<file path="config.mk">
export PLATFORM = sky130hd
export DESIGN_NAME = fetch_stage
export DESIGN_NICKNAME = d
export VERILOG_FILES = /design/src/rtl/fetch_stage_pkg.sv /design/src/rtl/fetch_queue.sv /design/src/rtl/fetch_stage.sv
export SDC_FILE = /design/constraint.sdc
export NUM_CORES = 1
export LEC_CHECK = 0
export CAP_MARGIN = 15
export CORE_ASPECT_RATIO = 1.1
export CORE_MARGIN = 2
export CORE_UTILIZATION = 51
export CTS_BUF_LIST = sky130_fd_sc_hd__clkbuf_4
export CTS_CLUSTER_SIZE = 12
export DETAILED_ROUTE_END_ITERATION = 16
export PLACE_DENSITY = 0.73
export SKIP_LAST_GASP = 1
export SYNTH_ARGS = -nofsm -noshare
export SYNTH_HDL_FRONTEND = slang
export SYNTH_HIERARCHICAL = 1
export SYNTH_SLANG_ARGS = --single-unit
</file>
<file path="constraint.sdc">
create_clock -name clock -period 11.18 [get_ports clock]
set_input_delay 2.236 -clock clock [delete_from_list [all_inputs] [get_ports clock]]
set_output_delay 2.236 -clock clock [all_outputs]
set_load 0.05 [all_outputs]
</file>
<file path="src/rtl/fetch_stage_pkg.sv">
// -----------------------------------------------------------------------------
// fetch_stage_pkg
// Shared definitions for the instruction fetch stage:
//   XLEN              - datapath / PC width
//   NOP               - instruction driven on invalid fetch output slots
//   FQ_DEPTH_DEFAULT  - default fetch queue depth
//   ICACHE_IF_PACKET  - per-slot {inst, valid} returned by the icache
//   IF_ID_PACKET      - per-slot {inst, PC, NPC, valid} handed to decode
//   fq_entry_t        - what the fetch queue actually stores per entry
// -----------------------------------------------------------------------------
package fetch_stage_pkg;

  localparam int XLEN = 32;
  localparam logic [XLEN-1:0] NOP = 32'h0000_0013;
  localparam int unsigned FQ_DEPTH_DEFAULT = 8;

  typedef struct packed {
    logic [XLEN-1:0] inst;
    logic            valid;
  } ICACHE_IF_PACKET;

  typedef struct packed {
    logic [XLEN-1:0] inst;
    logic [XLEN-1:0] PC;
    logic [XLEN-1:0] NPC;
    logic            valid;
  } IF_ID_PACKET;

  // NPC is always PC+4 (no prediction), so it is rebuilt on read
  typedef struct packed {
    logic [XLEN-1:0] inst;
    logic [XLEN-1:0] pc;
  } fq_entry_t;

endpackage

</file>
<file path="src/rtl/fetch_queue.sv">
// -----------------------------------------------------------------------------
// fetch_queue
// Circular buffer of fetched instructions: 0-2 pushes and 0-2 pops per cycle,
// single-cycle flush, occupancy count and a two-entry read window at the head.
// Ports:
//   clock, reset   - clock and synchronous active-high reset
//   flush          - empty the queue; pushes and pops in that cycle are dropped
//   push_count     - number of entries written this cycle (0..2)
//   push_data      - entries to write; [0] is the older one
//   pop_count      - number of entries retired from the head (0..2)
//   head_data      - entries at head and head+1
//   count          - current occupancy
// -----------------------------------------------------------------------------
module fetch_queue
  import fetch_stage_pkg::*;
#(
  parameter int unsigned DEPTH = FQ_DEPTH_DEFAULT
) (
  input  logic                     clock,
  input  logic                     reset,
  input  logic                     flush,
  input  logic [1:0]               push_count,
  input  fq_entry_t [1:0]          push_data,
  input  logic [1:0]               pop_count,
  output fq_entry_t [1:0]          head_data,
  output logic [$clog2(DEPTH):0]   count
);

  localparam int unsigned PTR_W = $clog2(DEPTH);
  localparam int unsigned CNT_W = PTR_W + 1;
  localparam logic [PTR_W-1:0] PTR_ONE = PTR_W'(1);

  fq_entry_t        mem [DEPTH];
  logic [PTR_W-1:0] head;
  logic [PTR_W-1:0] tail;

  // Storage has no reset; validity is carried entirely by count.
  // DEPTH is a power of two, so pointer arithmetic wraps by itself.
  always_ff @(posedge clock) begin
    if (!reset && !flush) begin
      if (push_count != 2'd0) mem[tail] <= push_data[0];
      if (push_count == 2'd2) mem[tail + PTR_ONE] <= push_data[1];
    end
  end

  // Push and pop are summed into one count update, so simultaneous
  // push/pop is legal at any occupancy.
  always_ff @(posedge clock) begin
    if (reset) begin
      head  <= '0;
      tail  <= '0;
      count <= '0;
    end else if (flush) begin
      head  <= tail;
      count <= '0;
    end else begin
      head  <= head + PTR_W'(pop_count);
      tail  <= tail + PTR_W'(push_count);
      count <= count + CNT_W'(push_count) - CNT_W'(pop_count);
    end
  end

  assign head_data[0] = mem[head];
  assign head_data[1] = mem[head + PTR_ONE];

endmodule

</file>
<file path="src/rtl/fetch_stage.sv">
// -----------------------------------------------------------------------------
// fetch_stage
// Owns the fetch PC, drives the icache lookup address, accepts up to two
// aligned instructions per cycle into the fetch queue and presents up to two
// in-order instructions per cycle to decode. Redirects flush and restart.
// Ports:
//   clock, reset         - clock and synchronous active-high reset
//   icache_if_packet_in  - {inst, valid} per icache slot; slot 2 unused
//   redirect_en/pc       - back-end redirect and its target (bits [1:0] dropped)
//   dispatch_pop         - instructions consumed by dispatch this cycle (0..2)
//   proc2Icache_addr     - current fetch PC
//   if_packet_out        - {inst, PC, NPC, valid}; slot 0 is the oldest
//   fq_count             - fetch queue occupancy
// -----------------------------------------------------------------------------
module fetch_stage
  import fetch_stage_pkg::*;
#(
  parameter int unsigned     FQ_DEPTH = FQ_DEPTH_DEFAULT,
  parameter logic [XLEN-1:0] RESET_PC = '0
) (
  input  logic                        clock,
  input  logic                        reset,
  input  ICACHE_IF_PACKET [2:0]       icache_if_packet_in,
  input  logic                        redirect_en,
  input  logic [XLEN-1:0]             redirect_pc,
  input  logic [1:0]                  dispatch_pop,
  output logic [XLEN-1:0]             proc2Icache_addr,
  output IF_ID_PACKET [1:0]           if_packet_out,
  output logic [$clog2(FQ_DEPTH):0]   fq_count
);

  localparam int unsigned CNT_W = $clog2(FQ_DEPTH) + 1;
  // Highest occupancy that still leaves room for a full two-wide fetch
  localparam logic [CNT_W-1:0] FETCH_LIMIT = CNT_W'(FQ_DEPTH - 2);

  logic [XLEN-1:0] fetch_pc;
  logic [1:0]      push_count;
  logic [1:0]      pop_count;
  fq_entry_t [1:0] push_data;
  fq_entry_t [1:0] head_data;
  logic            unused_inputs;

  assign unused_inputs    = ^{icache_if_packet_in[2], redirect_pc[1:0]};
  assign proc2Icache_addr = fetch_pc;

  // Fetch acceptance. When fetch_pc[2] is set the icache has already steered
  // the upper word into slot 0, so slot 1 is ignored. A slot-0 miss pushes
  // nothing and the PC holds so the cache keeps working on the same line.
  always_comb begin
    push_count = 2'd0;
    if (!redirect_en && fq_count <= FETCH_LIMIT && icache_if_packet_in[0].valid) begin
      if (fetch_pc[2] || !icache_if_packet_in[1].valid) push_count = 2'd1;
      else                                              push_count = 2'd2;
    end
  end

  assign pop_count = redirect_en ? 2'd0 : dispatch_pop;

  assign push_data[0] = '{inst: icache_if_packet_in[0].inst, pc: fetch_pc};
  assign push_data[1] = '{inst: icache_if_packet_in[1].inst, pc: fetch_pc + XLEN'(4)};

  // Reset beats redirect, redirect beats normal sequential fetch
  always_ff @(posedge clock) begin
    if (reset) begin
      fetch_pc <= RESET_PC;
    end else if (redirect_en) begin
      fetch_pc <= {redirect_pc[XLEN-1:2], 2'b00};
    end else begin
      fetch_pc <= fetch_pc + XLEN'({push_count, 2'b00});
    end
  end

  fetch_queue #(
    .DEPTH (FQ_DEPTH)
  ) u_fetch_queue (
    .clock      (clock),
    .reset      (reset),
    .flush      (redirect_en),
    .push_count (push_count),
    .push_data  (push_data),
    .pop_count  (pop_count),
    .head_data  (head_data),
    .count      (fq_count)
  );

  // Invalid slots carry a NOP so downstream never sees stale instructions
  always_comb begin
    for (int k = 0; k < 2; k++) begin
      if_packet_out[k].valid = (fq_count > CNT_W'(k));
      if_packet_out[k].PC    = head_data[k].pc;
      if_packet_out[k].NPC   = head_data[k].pc + XLEN'(4);
      if_packet_out[k].inst  = if_packet_out[k].valid ? head_data[k].inst : NOP;
    end
  end

  // Dispatch may never consume more than is presented
  pop_within_count: assert property (
    @(posedge clock) disable iff (reset) (CNT_W'(dispatch_pop) <= fq_count)
  );

endmodule

</file>
* Word level (Yosys, flattened, before mapping)
Memories as Yosys holds them, arrays and structs flattened. A register that Yosys moved wholly into a read port is not among the register bits.
Cells that the tools add are included.
** Storage, ports and cells
- Register bits after elaboration :: 42
- Bits in writable memories :: 512
- Output and inout bits :: 230
- Logic and storage cells :: 43
- Memories :: 1
** Cells by class
- Add/subtract/negate cells :: 10
- Magnitude comparators :: 3
- Eq/ne operators :: 1
- Muxes and demuxes :: 14
- Reduce and logical (&&, ||, !) cells :: 9
** Memories
- u_fetch_queue.mem :: depth 8, width 64, read ports 2, clocked after memory_dff 1, write ports 2, line fetch_queue.sv:33 : fq_entry_t mem [DEPTH];
** Operators by type and width (number)
- adder 32 x 3 -> 32 bit (second input constant) :: 3
- two-way mux 32 bit :: 3
- adder 32 x 4 -> 32 bit :: 1
- greater-than comparator 4 x 1 -> 1 bit (second input constant) :: 2
- adder 3 x 1 -> 3 bit (second input constant) :: 2
- adder 3 x 2 -> 3 bit :: 2
- two-way mux 1 bit :: 6
- two-way mux 2 bit :: 3
- two-way mux 3 bit :: 2
- adder 4 x 2 -> 4 bit :: 1
- less-or-equal comparator 4 x 3 -> 1 bit (second input constant) :: 1
- subtractor 4 x 2 -> 4 bit :: 1
- logical AND 1 bit :: 3
- logical NOT 1 bit :: 3
- == test 2 bit (second input constant) :: 1
- nonzero test 2 bit :: 1
- OR reduction 2 bit :: 1
- logical OR 1 bit :: 1

* Logic depth before layout (Yosys ltp)
- Word-level depth :: 8
- Depth in mapped cells :: 12

* Modules after synthesis
The synthesis kept the hierarchy.
** Modules (own cells, without submodules)
- fetch_queue :: times used 1, cells each 1621, area an instance 29803.6 sq um, sequential area each 15574.9 sq um
- fetch_stage :: times used 1, cells each 573, area an instance 4067.7 sq um, sequential area each 600.6 sq um

* Least setup slack after synthesis
No wires, ideal clock.
- Path kind :: input to register
- Start point :: input redirect_en
- End point :: memory u_fetch_queue/mem[0][0] (netlist bit) (enable)
- Library setup time :: 0.581 ns
- Arrival :: 8.493 ns
- Setup slack :: 2.105 ns
- Cell stages on the path :: 8
- Path through :: clkbuf_1 > nor2_1 > nand3_1 > or3b_2 > inv_1 > nor2_1 > or4_1 > o31ai_1
** RTL lines
- start, declared :: line fetch_stage.sv:24 : input logic redirect_en,
- end, declared :: line fetch_queue.sv:33

==> flow_summary.json <==
{
  "status": "finished, final reports clean",
  "power.density_mw_per_mm2": 136,
  "n_fill_cell": 5032,
  "hpwl_um": 58600,
  "synth_cell_types": 57,
  "cp_max_fo": 51,
  "postCtsSetupBuffers": 0,
  "endpoint_kind": "primary output",
  "grt_max_degree": 134,
  "rows": 99,
  "place_congestion": 0.856,
  "vias_per_cell": 6.38,
  "die_y_um": 274,
  "max_cap_violations": 0,
  "setup_violations": 0,
  "fin_nets": 2709,
  "io_pins": 366,
  "seq_area_frac_synth_pct": 47.8,
  "ctsRootBufferMaster": "clkbuf_4",
  "leakage_uw": 0.0132,
  "port_buffers": 328,
  "antenna_left": 0,
  "cts_buffers": 147,
  "drc": 0,
  "drive_above_1_share_pct": 41.8,
  "initial_utilization_pct": 51.3,
  "die_w_um": 250,
  "routedWlPerCell_um": 28.5,
  "clk_latency_ns": 1.01,
  "synth_seq_cells": 552,
  "worstSetupStartpointType": "register",
  "core_area_mm2": 0.0660,
  "cts_sinks": 552,
  "hold_viol_final": 0,
  "grt_usage_pct": 29.2,
  "finalSetupTns_ns": 0,
  "cts_tree": "yes",
  "period_needed_ns": 8.77,
  "vdd_drop_max_mv": 0.0911,
  "grt_pass1_wl_um": 147000,
  "cts-hold-fix-buffers": 0,
  "cts-resized-gates": 0,
  "ys.flop_type": "edfxtp_1",
  "htree_levels": 4,
  "grt_pass1_vias": 23700,
  "drv_slew": 0,
  "vias": 22500,
  "clk_pin_slew_ns": 0.06,
  "drtIter0Drc": 2050,
  "avgSynthCellArea_um2": 15.4,
  "globalRouteOverflowTotal": 0,
  "tightestPinTransition_ns": 1.10,
  "finClkSkew_ns": 0.0433,
  "firstDrtPassIters": 5,
  "rsz0062_at_grt": "false",
  "ys_warn_count": 6,
  "cp.required_ns": 8.94,
  "arrival_ns": 6.53,
  "critPathKind": "register to primary output",
  "power_uw": 5420,
  "grt_antenna_before_repair": 6,
  "syn_to_final_growth_pct": 17.5,
  "synth_cells": 2194,
  "die_area_mm2": 0.0685,
  "synth_edf_count": 512,
  "fin_crit_sh_pct": 78.4,
  "wirelength_um": 101000,
  "syn_area_mm2": 0.0339,
  "clk_path_buf_depth": 3,
  "hp-class": "register to register",
  "max_clock_freq_mhz": 114,
  "async_reset_ff_share_pct": 0,
  "relSlewSlack_pct": 26.8
}
==> cells in the final DEF, fill, tap and decap left out, drive strengths merged, types with 9 or more instances in the layout <==
| cell | count |
|---|---|
| mux2 | 640 |
| edfxtp | 512 |
| clkdlybuf4s50 | 328 |
| mux4 | 256 |
| clkbuf | 216 |
| xnor2 | 71 |
| buf | 53 |
| nand3 | 46 |
| nor2 | 44 |
| and2 | 40 |
| dfxtp | 40 |
| nand2 | 39 |
| nand4 | 39 |
| conb | 34 |
| nor2b | 32 |
| clkinv | 32 |
| xor2 | 30 |
| inv | 30 |
| and4 | 13 |
| a21oi | 13 |
| ha | 13 |
| and3 | 12 |
| a311oi | 11 |
| nor3 | 11 |
| a211oi | 10 |
| or3 | 10 |
| nor4 | 10 |
| o21ai | 10 |
| nand2b | 9 |
==> area by class of cell <==
type / count / area (um2) / share of cell area, %
antenna: 4 / 10.0 / 0.0251
clock inverter: 43 / 302 / 0.758
clock buffer: 216 / 1620 / 4.07
timing repair buffer: 381 / 3690 / 9.28
multi-input combinational: 1448 / 16800 / 42.3
sequential: 552 / 16200 / 40.7
inverter: 25 / 93.8 / 0.236
tap: 858 / 1070 / 2.70
==> path summary, 6_finish.rpt <==
path | start | end | slack (ns) | cells past startpoint
worst max-delay path | u_fetch_queue/head[0] | if_packet_out[129] | 2.41 | 11
worst min-delay path | u_fetch_queue/tail[2] | u_fetch_queue/tail[2] | 0.65 | 2
worst max register to register | proc2Icache_addr[2] | proc2Icache_addr[26] | 6.76 | 9
worst min register to register | u_fetch_queue/tail[2] | u_fetch_queue/tail[2] | 0.65 | 2
==> state kept, by name, summed over array words and instances, names as in the netlist <==
signal,cells
proc2Icache_addr,30
u_fetch_queue/head,3
u_fetch_queue/count,4
u_fetch_queue/tail,3
u_fetch_queue/mem,512
==> cell families (layout without fill, tap and decap cells) <==
logic type	Yosys count	in the layout	share of synthesized area (%)
xor gates and xnor gates	101	101	2.61
DFF	552	552	47.8
and+or+nand+nor	330	330	5.63
buffers and inverters	227	665	3.47
AOI/OAI and AO/OA	66	66	1.36
muxes	899	899	38.4
adders and majority gates	18	18	0.776
other	1	38	0.0111
==> stage by stage <==
step                util [%]  area [um2]  cells  setup slack, ns  hold slack, ns
global route            60.3       39800   3526             2.02           0.686
CTS                     60.3       39800   3523             2.26           0.633
finish                  60.3       39800   3527             2.41           0.646
detailed placement      57.4       37900   3264             3.38           0.625
global placement        57.4       37900   3264             3.47           0.600
floorplan                  -       34000   2227             2.11           0.558
==> routing by layer <==
metal	GRT usage (%)	up-vias	part of all wire, %
met4	11.6	6	3.1
met1	38.1	11500	40
met5	0	-	0.035
li1	-	9578	-
met2	48.2	1194	49
met3	6.00	201	8.8
==> Yosys cell counts, types with 5 or more instances <==
cell	instances	area [um2]
mux2_2	542	6100
clkbuf_1	66	248
xnor2_1	71	622
a21oi_1	13	65.1
buf_2	85	425
mux2_1	98	1100
nor2_1	44	165
xor2_1	30	263
dfxtp_1	40	801
or4_1	8	60.1
nand2_1	39	146
or3_1	10	62.6
a211oi_1	10	75.1
o31ai_1	8	60.1
nor3_1	11	55.1
and3_1	12	75.1
and2_1	39	244
fa_1	5	100
nand2b_1	9	56.3
nor2b_1	32	200
nand3_1	46	230
nor4_1	10	62.6
buf_6	10	113
o21ai_0	10	50.1
nand4_1	38	238
buf_4	38	285
edfxtp_1	512	15400
a311oi_1	11	96.3
mux4_2	256	5770
inv_1	24	90.1
ha_1	13	163
and4_1	13	114
==> where the power goes <==
part           switching, uW  leakage [uW]  internal [uW]  total, uW
Clock                    853       0.00115            998       1850
Sequential              44.0       0.00497           2280       2330
Combinational            758       0.00710            484       1240
Total                   1660        0.0132           3760       5420
==> worst max-delay path, stage by stage, from the launching register on <==
cell             delay [ns]
dfxtp_4                0.68
ha_4                   0.84
buf_4                  0.62
buf_4                  0.73
mux4_2                 0.34
mux2_2                 0.27
nand4_1                0.18
nor4_2                 0.31
buf_4                  0.29
nand4_1                0.22
xnor2_1                0.20
clkdlybuf4s50_1        0.82
Note: power is estimated with default switching activity, not from simulation.
